**src/rtl/calib_sum_pkg.sv**
```systemverilog
// Shared types, ASCII constants and spelled-digit table for the calib_sum accumulator.
// The spelled-digit table is only consumed when CALIB_WORDS_EN is defined.
package calib_sum_pkg;

    typedef enum logic [1:0] {
        IDLE = 2'd0,
        SCAN = 2'd1,
        HAVE = 2'd2,
        DONE = 2'd3
    } calib_state_t;

    localparam logic [7:0] CHAR_NL = 8'h0A;
    localparam logic [7:0] CHAR_0  = 8'h30;
    localparam logic [7:0] CHAR_9  = 8'h39;

    localparam int N_WORDS = 9;

    // Words are right-aligned in 40 bits so the newest char sits in the low byte.
    localparam logic [39:0] WORD_TXT [1:N_WORDS] = '{
        40'("one"), 40'("two"), 40'("three"), 40'("four"), 40'("five"),
        40'("six"), 40'("seven"), 40'("eight"), 40'("nine")
    };
    localparam int WORD_LEN [1:N_WORDS] = '{3, 3, 5, 4, 4, 3, 5, 5, 4};

    // Returns {hit, value} for a 5-char window ending in the current char.
    function automatic logic [4:0] word_match(input logic [39:0] win);
        logic [4:0]  res;
        logic [39:0] mask;
        res = '0;
        for (int w = 1; w <= N_WORDS; w++) begin
            mask = {40{1'b1}} >> (40 - 8 * WORD_LEN[w]);
            if ((win & mask) == WORD_TXT[w]) begin
                res = {1'b1, 4'(w)};
            end
        end
        return res;
    endfunction

endpackage

```
**src/rtl/calib_sum_word_match.sv**
```systemverilog
// Spelled-digit matcher: 4-char history plus combinational match against the incoming char.
// Only instantiated when CALIB_WORDS_EN is defined.
module calib_word_match
    import calib_sum_pkg::*;
(
    input  logic       clk_i,
    input  logic       rstn_i,
    input  logic       clear_i,
    input  logic       shift_i,
    input  logic [7:0] char_i,
    output logic       hit_o,
    output logic [3:0] value_o
);

    logic [31:0] hist_q;
    logic [31:0] hist_d;
    logic [4:0]  match;

    assign match   = word_match({hist_q, char_i});
    assign hit_o   = match[4];
    assign value_o = match[3:0];

    // Clear wins over shift so a closing char never leaks into the next line.
    always_comb begin
        hist_d = hist_q;
        if (clear_i) begin
            hist_d = '0;
        end else if (shift_i) begin
            hist_d = {hist_q[23:0], char_i};
        end
    end

    always_ff @(posedge clk_i or negedge rstn_i) begin
        if (!rstn_i) begin
            hist_q <= '0;
        end else begin
            hist_q <= hist_d;
        end
    end

endmodule

```
**src/rtl/calib_sum.sv**
```systemverilog
// Streaming calibration-value accumulator: first*10+last digit per line, summed over a framed stream.
// Define CALIB_WORDS_EN to also recognise spelled digits "one".."nine".
module calib_sum
    import calib_sum_pkg::*;
#(
    parameter int SUM_W  = 32,
    parameter int LINE_W = 16
) (
    input  logic              clk_i,
    input  logic              rstn_i,
    input  logic              start_i,
    input  logic              valid_i,
    output logic              ready_o,
    input  logic [7:0]        char_i,
    input  logic              last_i,
    output logic [SUM_W-1:0]  sum_o,
    output logic [LINE_W-1:0] lines_o,
    output logic              done_o,
    output logic              nodigit_o,
    output logic              ovf_o
);

    calib_state_t      state_q, state_d;
    logic [SUM_W-1:0]  sum_q, sum_d;
    logic [LINE_W-1:0] lines_q, lines_d;
    logic              nodig_q, nodig_d;
    logic              ovf_q, ovf_d;
    logic [3:0]        first_q, first_d;
    logic [3:0]        last_q, last_d;

    logic       accept;
    logic       is_close;
    logic       dig_hit;
    logic [3:0] dig_val;
    logic [3:0] first_eff;
    logic [3:0] last_eff;
    logic       have_line;
    logic [6:0] line_val;
    logic [SUM_W:0] sum_ext;

    assign ready_o  = (state_q == SCAN) || (state_q == HAVE);
    assign accept   = valid_i && ready_o;
    assign is_close = (char_i == CHAR_NL) || last_i;

`ifdef CALIB_WORDS_EN
    logic       word_hit;
    logic [3:0] word_val;
    logic       hist_clr;

    assign hist_clr = (!ready_o && start_i) || (accept && is_close);

    calib_word_match u_word_match (
        .clk_i   (clk_i),
        .rstn_i  (rstn_i),
        .clear_i (hist_clr),
        .shift_i (accept),
        .char_i  (char_i),
        .hit_o   (word_hit),
        .value_o (word_val)
    );

    always_comb begin
        dig_hit = 1'b0;
        dig_val = 4'd0;
        if (char_i >= CHAR_0 && char_i <= CHAR_9) begin
            dig_hit = 1'b1;
            dig_val = char_i[3:0];
        end else if (word_hit) begin
            dig_hit = 1'b1;
            dig_val = word_val;
        end
    end
`else
    // ASCII '0'..'9' are 0x30..0x39, so the low nibble is the digit value.
    assign dig_hit = (char_i >= CHAR_0) && (char_i <= CHAR_9);
    assign dig_val = char_i[3:0];
`endif

    // A closing char that is itself a digit must land in first/last before the sum.
    assign first_eff = (dig_hit && state_q == SCAN) ? dig_val : first_q;
    assign last_eff  = dig_hit ? dig_val : last_q;
    assign have_line = (state_q == HAVE) || dig_hit;
    assign line_val  = {first_eff, 3'b000} + {2'b00, first_eff, 1'b0} + {3'b000, last_eff};
    assign sum_ext   = {1'b0, sum_q} + {{(SUM_W - 6){1'b0}}, line_val};

    always_comb begin
        state_d = state_q;
        sum_d   = sum_q;
        lines_d = lines_q;
        nodig_d = nodig_q;
        ovf_d   = ovf_q;
        first_d = first_q;
        last_d  = last_q;
        case (state_q)
            IDLE, DONE: begin
                if (start_i) begin
                    state_d = SCAN;
                    sum_d   = '0;
                    lines_d = '0;
                    nodig_d = 1'b0;
                    ovf_d   = 1'b0;
                    first_d = '0;
                    last_d  = '0;
                end
            end
            SCAN, HAVE: begin
                if (accept) begin
                    if (is_close) begin
                        if (have_line) begin
                            sum_d = sum_ext[SUM_W-1:0];
                            ovf_d = ovf_q | sum_ext[SUM_W];
                        end else begin
                            nodig_d = 1'b1;
                        end
                        if (lines_q != '1) begin
                            lines_d = lines_q + 1'b1;
                        end
                        first_d = '0;
                        last_d  = '0;
                        state_d = last_i ? DONE : SCAN;
                    end else if (dig_hit) begin
                        first_d = first_eff;
                        last_d  = last_eff;
                        state_d = HAVE;
                    end
                end
            end
            default: state_d = IDLE;
        endcase
    end

    always_ff @(posedge clk_i or negedge rstn_i) begin
        if (!rstn_i) begin
            state_q <= IDLE;
            sum_q   <= '0;
            lines_q <= '0;
            nodig_q <= 1'b0;
            ovf_q   <= 1'b0;
            first_q <= '0;
            last_q  <= '0;
        end else begin
            state_q <= state_d;
            sum_q   <= sum_d;
            lines_q <= lines_d;
            nodig_q <= nodig_d;
            ovf_q   <= ovf_d;
            first_q <= first_d;
            last_q  <= last_d;
        end
    end

    assign sum_o     = sum_q;
    assign lines_o   = lines_q;
    assign done_o    = (state_q == DONE);
    assign nodigit_o = nodig_q;
    assign ovf_o     = ovf_q;

endmodule

```
**config.mk**
```make
export PLATFORM = sky130hd
export DESIGN_NAME = calib_sum
export DESIGN_NICKNAME = d
export VERILOG_FILES = /design/src/rtl/calib_sum_pkg.sv /design/src/rtl/calib_sum_word_match.sv /design/src/rtl/calib_sum.sv
export SDC_FILE = /design/constraint.sdc
export NUM_CORES = 1
export LEC_CHECK = 0
export CAP_MARGIN = 20
export CORE_UTILIZATION = 58
export DETAILED_ROUTE_END_ITERATION = 10
export MAX_ROUTING_LAYER = met4
export PLACE_DENSITY = 0.85
export SLEW_MARGIN = 15
export SYNTH_ARGS = -nofsm -noshare
export SYNTH_HDL_FRONTEND = slang
export SYNTH_SLANG_ARGS = --single-unit
```
**constraint.sdc**
```tcl
create_clock -name clk_i -period 6.8 [get_ports clk_i]
set_clock_uncertainty 0.05 [all_clocks]
set_input_delay 1.02 -clock clk_i [delete_from_list [all_inputs] [get_ports clk_i]]
set_output_delay 1.02 -clock clk_i [all_outputs]
set_load 0.05 [all_outputs]
```
==> impl_metrics.yaml, run 1 <==
outcome:
  status: "complete, no violations"
critical_path:
  required_ns: 7.01
  r2r_end: "sum_o[23]$_DFFE_PN0P_"
  critPathLaunchType: "input pin"
  path_buf_inv: 2
  path_depth: 18
  critPathMaxStageDelay_ns: 0.59
  rr_startpoint: "state_q[0]$_DFFE_PN0P_"
  ff2ff_path_depth: 16
  path_max_fanout: 17
  worstSetupPathType: "in -> reg"
  worst_path_max_delay_cell: "clkdlybuf4s50_1"
  cp-end-kind: "register"
  crit_family: "adder cells"
  cp_cell_sequence: "clkdlybuf4s50_1 -> o21ai_0 -> and2_1 -> nand2_1 -> mux2_2 -> ha_1 -> ha_1 -> fa_1 -> a21o_1 -> a21oi_1 -> xor2_1 -> ha_1 -> and2_1 -> a221o_1 -> a41oi_1 -> buf_4 -> nor4b_1 -> mux2i_1"
  arrival_ns: 6.03
  path_common_cell: "ha_1"
  r2r_slack_ns: 2.17
die:
  die_y_um: 82.6
  start_util: 0.617
  ioPinCount: 65
  fp.dieArea_um2: 6820
  die_w_um: 82.6
  core_um2: 6100
  row_count: 28
timing:
  fin_crit_ns: 5.82
  rsz0062_at_grt: "false"
  tightest_slew_ns: 0.950
  setup_tns_ns: 0
  post-route-period-util: 0.856
  slew-limit-headroom: 0.361
  setup_viol: 0
  drv_slew: 0
  hold_viol: 0
  fmax_mhz: 172
clock_tree:
  cts_buffers: 9
  cts_tree: "yes"
  cts_buffer_depth: 2
  path_clk_slew_ns: 0.07
  postCtsHoldBufs: 0
  cts_root_buffer: "clkbuf_8"
  htreeDepth: 3
  cts_setup_buffers: 0
  insertion_delay_ns: 0.34
  cts_resized: 0
  cts.sinks: 60
logic_synthesis:
  synthArstFlopShare: 1.00
  syn_area_per_cell_um2: 9.32
  ys_dominant_reg_cell: "dfrtp_1"
  synth_cells: 404
  synth_nets: 439
  synthAdderAreaFrac: 0.0771
  synth_edf_count: 0
  synth_top_family_by_area: "simple AND/OR/NAND/NOR gates"
  netlist_area_um2: 3760
  synth_xor_area_frac: 0.0256
  ys_types: 49
  synth_compound_area_frac: 0.197
  ys_ff_latch: 60
  yosys_warnings: 0
  synthMuxAreaShare: 0.0359
  yosysSeqAreaShare: 0.399
  synth_simple_gate_area_frac: 0.224
route:
  viasPerCell: 6.30
  wl_per_cell_um: 17.1
  vias: 3419
  ant_nets: 0
  drc: 0
  drt_iter0_drc: 226
  first_pass_iters: 4
  drt_wl_total_um: 9270
final_layout:
  n_fill_cell: 447
  drive_above_1_share: 0.0726
  final_cells: 543
  final_cell_area_um2: 4670
  nets: 498
  synthToLayoutAreaGrowth_pct: 24.2
  antenna_cells: 0
power_and_ir_drop:
  p_leak_uw: 0.00198
  p_per_area_nw_per_um2: 253
  vdd_drop_max_v: 0.000226
placement:
  gp_congestion: 0.935
  hpwl_um: 6210
  post_dp_cell_area_um2: 4440
  placed_cells: 527
  port_buffers: 64
global_routing:
  grt_overflow: 0
  grt_pass1_wl_um: 15000
  first_global_vias: 3154
  grtUsageTotal: 0.299
  grt_max_degree: 61
  antenna_found_initial: 0
hold_path:
  min-delay-start: "ovf_o$_DFFE_PN0P_"
  hold_path.class: "reg -> reg"
  holdPathEnd: "ovf_o$_DFFE_PN0P_"
  min_path_cells: 1
flow_run:
  cap_violations: 0
==> cells in the final DEF (no fill, tap or decap), types with 3 or more instances in the layout <==
master           netlist  final
dfrtp_1               60     60
nor4b_1                3      3
clkbuf_8               0     12
ha_1                  20     20
a21oi_1               34     34
nand2_1               34     34
buf_4                  0      5
nand4_1               12     12
mux2_2                 4      4
mux2i_1                9      9
o31ai_1               16     15
o21ai_0               19     19
nor2_1                21     21
clkdlybuf4s50_1        0     63
or2_2                  3      3
or4_1                 16     16
nor4_1                 5      5
nand3_1               14     14
o211ai_1               3      3
o311ai_1               4      4
a21o_1                 8      8
a22o_1                11     11
nor3_1                 4      4
inv_1                 15     15
nand2b_1              14     14
or3_1                 14     14
o41ai_1                4      4
xnor2_1                5      5
and2_1                 4      4
xor2_1                 6      6
==> synthesized netlist by cell type (3+ instances only) <==
library cell  number  area share
nand2_1           34       0.034
o21ai_0           19       0.025
nor4_1             5      0.0083
a21o_1             8       0.016
dfrtp_1           60        0.40
o211ai_1           3      0.0060
o41ai_1            4      0.0093
o31ai_1           16       0.032
nand2b_1          14       0.023
ha_1              20       0.066
xor2_1             6       0.014
mux2_2             4       0.012
or3_1             14       0.023
nand4_1           12       0.020
buf_2              3      0.0040
and2_1             4      0.0066
nor2_1            21       0.021
o311ai_1           4      0.0093
nor3_1             4      0.0053
inv_1             15       0.015
or4_1             16       0.032
a21oi_1           34       0.045
xnor2_1            5       0.012
nand3_1           14       0.019
clkbuf_1          15       0.015
mux2i_1            9       0.024
a22o_1            11       0.026
nor4b_1            3      0.0070
or2_2              3      0.0050
==> power by group <==
part           switching, µW  leakage (µW)  internal (µW)
combinational            282       0.00104            115
sequential              24.6      0.000826            380
clock                    142      0.000116            237
==> worst register-to-register path, stage by stage, from the launching register on <==
cell and delay [ns]:
dfrtp_1 0.42, ha_1 0.23, nand2_1 0.27, mux2_2 0.40, ha_1 0.30, ha_1 0.24
fa_1 0.40, a21o_1 0.17, a21oi_1 0.20, xor2_1 0.11, ha_1 0.35, and2_1 0.19
a221o_1 0.19, a41oi_1 0.06, buf_4 0.22, nor4b_1 0.52, mux2i_1 0.25
==> through the flow <==
step | util | setup WS, ns | hold slack [ns] | power, µW
floorplan | - | 1.42 | 0.400 | 681
finish | 0.767 | 0.979 | 0.447 | 1180
global placement | 0.728 | 1.06 | 0.416 | 792
CTS | 0.767 | 1.03 | 0.453 | 1180
global route | 0.767 | 0.745 | 0.468 | 1240
detailed placement | 0.728 | 0.774 | 0.434 | 804
==> how the worst max path moves through the flow <==
stage	start	to	slack (ns)
after floorplan	char_i[2]	sum_o[31]$_DFFE_PN0P_	1.42
final	char_i[2]	sum_o[23]$_DFFE_PN0P_	0.98
after global routing	char_i[2]	sum_o[23]$_DFFE_PN0P_	0.75
after global placement	char_i[2]	sum_o[11]$_DFFE_PN0P_	1.06
after detailed placement	char_i[2]	sum_o[13]$_DFFE_PN0P_	0.77
after CTS	char_i[2]	sum_o[23]$_DFFE_PN0P_	1.03
==> routing by layer <==
layer	wire [µm]	up-vias	global-route usage	share of wire
met5	0	-	-	0
met4	116	0	0.0845	0.013
met3	579	12	0.0560	0.062
met2	4360	114	0.476	0.47
met1	4210	1651	0.392	0.45
li1	-	1642	-	-
==> logic make-up after synthesis <==
group                    count (synthesis)
multiplexers                            13
XOR/XNOR                                11
buffers and inverters                   36
AO/OA/AOI/OAI                          111
adder cells (fa/ha/maj)                 22
AND/OR/NAND/NOR                        151
flip-flops                              60
==> area by class of cell <==
class | instances | area [µm²] | share of cell area
clock buffers | 13 | 169 | 0.0361
clock inverters | 3 | 67.6 | 0.0145
inverters | 15 | 56.3 | 0.0120
multi-input cells | 308 | 2110 | 0.452
flip-flops and latches | 60 | 1500 | 0.321
well taps | 75 | 93.8 | 0.0201
repair buffers | 69 | 673 | 0.144
==> state kept, by name (all words and copies together), names as in the netlist <==
register	flops
nodigit_o	1
last_q	4
lines_o	16
state_q	2
ovf_o	1
first_q	4
sum_o	32
No activity file was read; power rests on OpenSTA's default activity.
==> run 2: changes to the inputs <==
--- a/config.mk
+++ b/config.mk
@@ -10,6 +10,7 @@
 export DETAILED_ROUTE_END_ITERATION = 10
 export MAX_ROUTING_LAYER = met4
 export PLACE_DENSITY = 0.85
+export SETUP_SLACK_MARGIN = 0.4
 export SLEW_MARGIN = 15
 export SYNTH_ARGS = -nofsm -noshare
 export SYNTH_HDL_FRONTEND = slang
==> results of run 2 <==
Same layout as run 1: the final DEF is identical, and so are final timing and power.
